File: config.mk
export PLATFORM = sky130hd
export DESIGN_NAME = mem_arbiter
export DESIGN_NICKNAME = d
export VERILOG_FILES = /design/src/rtl/mem_pkg.sv /design/src/rtl/rr_arbiter2.sv /design/src/rtl/mem_arbiter.sv
export SDC_FILE = /design/constraint.sdc
export NUM_CORES = 1
export LEC_CHECK = 0
export ABC_AREA = 1
export BUFFER_PORTS_ARGS = -buffer_cell sky130_fd_sc_hd__buf_2
export CORE_MARGIN = 4
export CORE_UTILIZATION = 35
export DETAILED_ROUTE_END_ITERATION = 10
export SLEW_MARGIN = 10
export SYNTH_ARGS = -nofsm -noshare
export SYNTH_HDL_FRONTEND = slang
export SYNTH_HIERARCHICAL = 1
export SYNTH_SLANG_ARGS = --single-unit
File: constraint.sdc
create_clock -name clk -period 3.3 [get_ports clk]
set_input_delay 0.66 -clock clk [delete_from_list [all_inputs] [get_ports clk]]
set_output_delay 0.66 -clock clk [all_outputs]
set_load 0.05 [all_outputs]
File: src/rtl/mem_pkg.sv
// Shared definitions for the two-requester memory arbiter: default memory
// geometry and the FSM state encoding.
package mem_pkg;

   localparam int DEFAULT_ADDR_WIDTH = 11;
   localparam int DEFAULT_DATA_WIDTH = 16;

   typedef enum logic [1:0] {
      IDLE    = 2'd0,
      ACCESS  = 2'd1,
      CAPTURE = 2'd2
   } state_t;

endpackage

File: src/rtl/rr_arbiter2.sv
// Two-way round-robin grant: a lone valid requester always wins, and on a tie
// the requester that did not win the previous accept is chosen.
module rr_arbiter2 (
   input  logic       valid0,
   input  logic       valid1,
   input  logic       last_grant,
   output logic [1:0] grant
);

   // last_grant names the requester that won the previous accept
   assign grant[0] = valid0 & (~valid1 | last_grant);
   assign grant[1] = valid1 & (~valid0 | ~last_grant);

endmodule

File: src/rtl/mem_arbiter.sv
// Shares one single-port synchronous memory between two requesters with a
// three-state IDLE/ACCESS/CAPTURE sequence and round-robin arbitration.
module mem_arbiter
   import mem_pkg::*;
#(
   parameter int ADDR_WIDTH = DEFAULT_ADDR_WIDTH,
   parameter int DATA_WIDTH = DEFAULT_DATA_WIDTH
) (
   input  logic                  clk,
   input  logic                  rst,
   input  logic                  req0_valid,
   output logic                  req0_ready,
   input  logic                  req0_we,
   input  logic [ADDR_WIDTH-1:0] req0_addr,
   input  logic [DATA_WIDTH-1:0] req0_wdata,
   output logic                  rsp0_valid,
   output logic [DATA_WIDTH-1:0] rsp0_rdata,
   input  logic                  req1_valid,
   output logic                  req1_ready,
   input  logic                  req1_we,
   input  logic [ADDR_WIDTH-1:0] req1_addr,
   input  logic [DATA_WIDTH-1:0] req1_wdata,
   output logic                  rsp1_valid,
   output logic [DATA_WIDTH-1:0] rsp1_rdata,
   output logic                  mem_write_en,
   output logic [ADDR_WIDTH-1:0] mem_address,
   output logic [DATA_WIDTH-1:0] mem_data_in,
   input  logic [DATA_WIDTH-1:0] mem_read_data
);

   state_t                state;
   state_t                next_state;
   logic [1:0]            grant;
   logic                  last_grant;
   logic                  accept;
   logic                  lat_we;
   logic                  lat_owner;
   logic [ADDR_WIDTH-1:0] lat_addr;
   logic [DATA_WIDTH-1:0] lat_wdata;

   rr_arbiter2 u_rr (
      .valid0     (req0_valid),
      .valid1     (req1_valid),
      .last_grant (last_grant),
      .grant      (grant)
   );

   always_ff @(posedge clk) begin
      if (rst) state <= IDLE;
      else     state <= next_state;
   end

   always_comb begin
      next_state = state;
      accept     = 1'b0;
      case (state)
         IDLE: begin
            if (|grant) begin
               accept     = 1'b1;
               next_state = ACCESS;
            end
         end
         ACCESS:  next_state = CAPTURE;
         CAPTURE: next_state = IDLE;
         default: next_state = IDLE;
      endcase
   end

   assign req0_ready = accept & grant[0] & ~rst;
   assign req1_ready = accept & grant[1] & ~rst;

   // The latched request registers drive the memory port directly, so the
   // address and data hold their last values whenever the FSM is idle.
   always_ff @(posedge clk) begin
      if (rst) begin
         last_grant <= 1'b1;
         lat_we     <= 1'b0;
         lat_owner  <= 1'b0;
         lat_addr   <= '0;
         lat_wdata  <= '0;
         rsp0_valid <= 1'b0;
         rsp1_valid <= 1'b0;
         rsp0_rdata <= '0;
         rsp1_rdata <= '0;
      end else begin
         rsp0_valid <= 1'b0;
         rsp1_valid <= 1'b0;
         if (accept) begin
            last_grant <= grant[1];
            lat_owner  <= grant[1];
            lat_we     <= grant[1] ? req1_we    : req0_we;
            lat_addr   <= grant[1] ? req1_addr  : req0_addr;
            lat_wdata  <= grant[1] ? req1_wdata : req0_wdata;
         end
         if (state == CAPTURE) begin
            if (lat_owner) begin
               rsp1_valid <= 1'b1;
               rsp1_rdata <= lat_we ? '0 : mem_read_data;
            end else begin
               rsp0_valid <= 1'b1;
               rsp0_rdata <= lat_we ? '0 : mem_read_data;
            end
         end
      end
   end

   // Reset must block a write even mid-ACCESS, before the FSM has left it.
   assign mem_write_en = (state == ACCESS) & lat_we & ~rst;
   assign mem_address  = lat_addr;
   assign mem_data_in  = lat_wdata;

endmodule

Yosys cells after proc, flatten, opt, wreduce, memory -nomap -nowiden

Cells that the tools add are included.

Equal/unequal tests: 3
Mux-type cells: 10
Bitwise logic cells: 16
Reduce and logical (&&, ||, !) cells: 5

Operator list:

| operator                                            | number |
|---|---|
| two-way mux 16 bit                                  | 2 |
| two-way mux 11 bit                                  | 1 |
| AND 1 bit                                           | 8 |
| NOT 1 bit                                           | 6 |
| two-way mux 1 bit                                   | 5 |
| one-hot mux 2 bit (2 select lines)                  | 1 |
| AND reduction 2 bit                                 | 2 |
| OR reduction 2 bit                                  | 2 |
| equality test 2 x 1 -> 1 bit, second input constant | 1 |
| equality test 2 bit, second input constant          | 1 |
| logical NOT 2 bit                                   | 1 |
| two-way mux 2 bit                                   | 1 |
| != test 2 bit, second input constant                | 1 |
| bitwise OR 1 bit                                    | 2 |

Register bits: 66
Input bits: 76
Output and inout port bits: 64
Logic and storage cells: 44

Logic depth before layout (Yosys ltp)

Depth after elaboration: 8
Mapped depth: 9
Mapped depth without buffers: 8

Modules after synthesis

Netlist, hierarchy kept.

By module, submodules not included:

| module      | instances | cells an instance | area each (sq um) | seq. area each (sq um) |
|---|---|---|---|---|
| mem_arbiter | 1         | 533               | 3121.7            | 1321.3 |
| rr_arbiter2 | 1         | 4                 | 27.5              | 0.0 |

Worst setup path after synthesis

No wires, ideal clock.

Path type: input port to output port
Start: input rst
End: output mem_write_en
Data arrival time: 2.351 ns
Required time: 2.640 ns
Slack: 0.289 ns
Cell stages on the path: 2
Path buffers: 1
Cells stage by stage: buf_2 nor4_1

Longest elaborated chain between the ends: 2

RTL lines:

| what            | line               | source |
|---|---|---|
| start, declared | mem_arbiter.sv:10  | `input logic rst,` |
| NOT 1 bit       | mem_arbiter.sv:108 | `assign mem_write_en = (state == ACCESS) & lat_we & ~rst;` |
| AND 1 bit       | mem_arbiter.sv:108 |  |
| end, declared   | mem_arbiter.sv:25  | `output logic mem_write_en,` |

Every way passes these cells.

Worst setup path in the final report

Start: input req1_valid
End: output req0_ready

Elaborated cells on any way between the ends: 9
Those cells by class: mux: 2; bitwise: 6; reduce/logical: 1

RTL lines:

| what                   | line              | source |
|---|---|---|
| start, declared        | mem_arbiter.sv:18 | `input logic req1_valid,` |
| AND 1 bit              | rr_arbiter2.sv:12 | `assign grant[1] = valid1 & (~valid0 \| ~last_grant);` |
| net grant[1]           | mem_arbiter.sv:33 | `logic [1:0] grant;` |
| OR reduction 2 bit     | mem_arbiter.sv:58 | `if (\|grant) begin` |
| two-way mux 1 bit      | mem_arbiter.sv:58 |  |
| two-way mux 1 bit      | mem_arbiter.sv:56 | `case (state)` |
| AND 1 bit (2 in a row) | mem_arbiter.sv:69 | `assign req0_ready = accept & grant[0] & ~rst;` |
| end, declared          | mem_arbiter.sv:12 | `output logic req0_ready,` |

The timed path passes the listed nets, and every way through them passes these cells.

==> results.yml <==
drt:
  ant_nets: 0
  via_per_inst: 4.19
  routed-wl-met3_um: 865
  drt_drc_violations_left: 0
  drt-met1-wl_um: 3630
  num_vias: 3260
  firstDrtPassIters: 4
  wl_per_cell_um: 10.4
  wl_met2_um: 3520
  drtIter0Drc: 56
  wirelength_um: 8110
  top_layer: "met4"
setup_path:
  cp.arrival_ns: 1.76
  path_depth: 7
  cp-end-kind: "primary output"
  crit_chain: "buf_2 > a21boi_2 > inv_1 > nand2_1 > nand2_2 > nor3_1 > buf_2"
  cpMostUsedCell: "buf_2"
  r2r_setup_slack_ns: 1.72
  cp-start-kind: "input port"
  reg2reg_from: "last_grant"
  endpoint: "req0_ready"
  worstRegToRegCells: 8
  path_class: "input port to primary output"
  max_stage_delay_ns: 0.35
  startpoint: "req1_valid"
  cp_top_family: "buffers and inverters"
  cp_num_buf_inv: 3
  cp_max_fo: 10
  crit_slowest_cell: "a21boi_2"
  cp_data_required_time_ns: 2.64
  reg2reg_to: "mem_data_in[11]"
cts:
  insertion_delay_ns: 0.33
  cts_setup_buffers: 0
  clock-sinks: 66
  clockBufferDepth: 2
  cts_repair_resize_count: 0
  cts_tree: "yes"
  cts_made_buffers: 9
  clk_pin_slew_ns: 0.07
  cts-root-buf: "clkbuf_8"
  holdBufCountCts: 0
  htree_levels: 3
final_layout:
  final_core_util: 0.470
  final_cell_mix: "nand2_1, buf_2, nor2_1"
  num_antenna_cells: 0
  num-fill-cells: 972
  final_area_um2: 4100
  nets: 742
  area_growth_pct: 30.3
  final_common_cell: "nand2_1"
  drive_gt1_frac: 0.245
placement:
  placed_area_um2: 3890
  portBuffers: 139
  hpwl_um: 6040
  place_congestion: 0.767
grt:
  grt_use_total: 0.159
  grt_pass1_vias: 2985
  grt-ovfl-total: 0
  grt_pass1_wl_um: 13300
  antenna_found_initial: 0
  grt_max_degree: 60
synth:
  synth_seq_cells: 66
  yosys_warnings: 6
  synth.cell_area_um2: 3150
  synth.yosys.seq_area_share: 0.420
  yosys.area.top_type: "dfxtp_1"
  synth_cell_types: 15
  syn_inst: 537
  syn_area_per_cell_um2: 5.86
  syn-num-nets: 613
  synth_top_cells_by_area: "dfxtp_1, nand2_1, nor2_1"
  synth.top_cell.area_share: 0.420
run_status:
  status: "finished, final reports clean"
power_and_ir_drop:
  ir_drop_mv: 0.283
  power_density_nw_per_um2: 542
  leakage_nw: 2.58
die:
  die_w_um: 103
  die-area_um2: 10600
  core_area_um2: 8720
  ioPinCount: 140
  start_util: 0.361
  rows: 34
  die_h_um: 103
sta:
  hold_violations: 0
  fin_skew_ns: 0.0114
  final.period_utilization: 0.732
  slew_headroom: 0.421
  final_max_slew_viol_count: 0
  setup_tns_ns: 0
  worstMarginPinSlew_ns: 0.868
  fmax_mhz: 414
  hold_ws_ns: 0.508
  setup_viol: 0
  rsz0062_at_grt: "false"
  period_needed_ns: 2.42
worst_hold_path:
  min_path_type: "flip-flop to flip-flop"
flow_run:
  max-cap-violations: 0
[final cells by class]
type	count	area, um2	share of cell area
multi-input combinational	359	1380	0.337
clock buffer	13	169	0.0412
sequential	66	1320	0.322
clock inverter	2	35.0	0.00854
tap	108	135	0.0329
timing repair buffer	145	741	0.181
inverter	85	319	0.0778
[per-stage QoR]
stage               power, W  std cells  worst slack [ns]
global route         0.00237        778             0.742
CTS                  0.00226        778             0.860
finish               0.00223        778             0.883
floorplan            0.00139        537             0.289
detailed placement   0.00155        763             0.870
global placement     0.00154        763             0.916
[how the worst min path moves through the flow]
stage,start,endpoint,slack (ns),cells past startpoint
floorplan,last_grant,last_grant,0.47,2
global placement,last_grant,last_grant,0.50,2
detailed placement,rsp0_rdata[9],rsp0_rdata[9],0.50,4
CTS,rsp0_rdata[9],rsp0_rdata[9],0.51,4
global route,last_grant,last_grant,0.52,2
finish,rsp0_rdata[9],rsp0_rdata[9],0.51,4
[cells in the mapped netlist, drive strengths merged]
cell type  count
nand3          5
nand2        208
inv           85
nor2         138
nor3           2
nor4           1
a21boi         1
a21oi          2
dfxtp         66
buf           22
o21ai          2
clkbuf         5
[worst reg2reg max path, delay by kind of cell, from the launching register on]
family	cells	cell delay, ns
simple gates	5	0.46
buf+inv	2	0.41
flops	1	0.34
compound gates	1	0.34
[power breakdown]
part | switching [W] | internal, W
registers | 0.0000357 | 0.000866
clock network | 0.000292 | 0.000406
logic | 0.000458 | 0.000168
total | 0.000785 | 0.00144
[layer usage]
layer,GRT usage,vias up
met5,0,-
met4,0.0538,0
met3,0.0616,7
met2,0.247,107
met1,0.202,1361
li1,-,1785
[kinds of logic after synthesis]
family	after synthesis	share of synthesized area
flip-flops	66	0.420
AO/OA/AOI/OAI	5	0.0111
buffers and inverters	112	0.144
AND/OR/NAND/NOR	354	0.426
[sequential cells by signal, summed over array words and instances (netlist names)]
register	cells
last_grant	1
lat_owner	1
lat_we	1
mem_address	11
mem_data_in	16
rsp0_rdata	16
rsp0_valid	1
rsp1_rdata	16
rsp1_valid	1
state	2
Power figures use the tool's default switching activity.
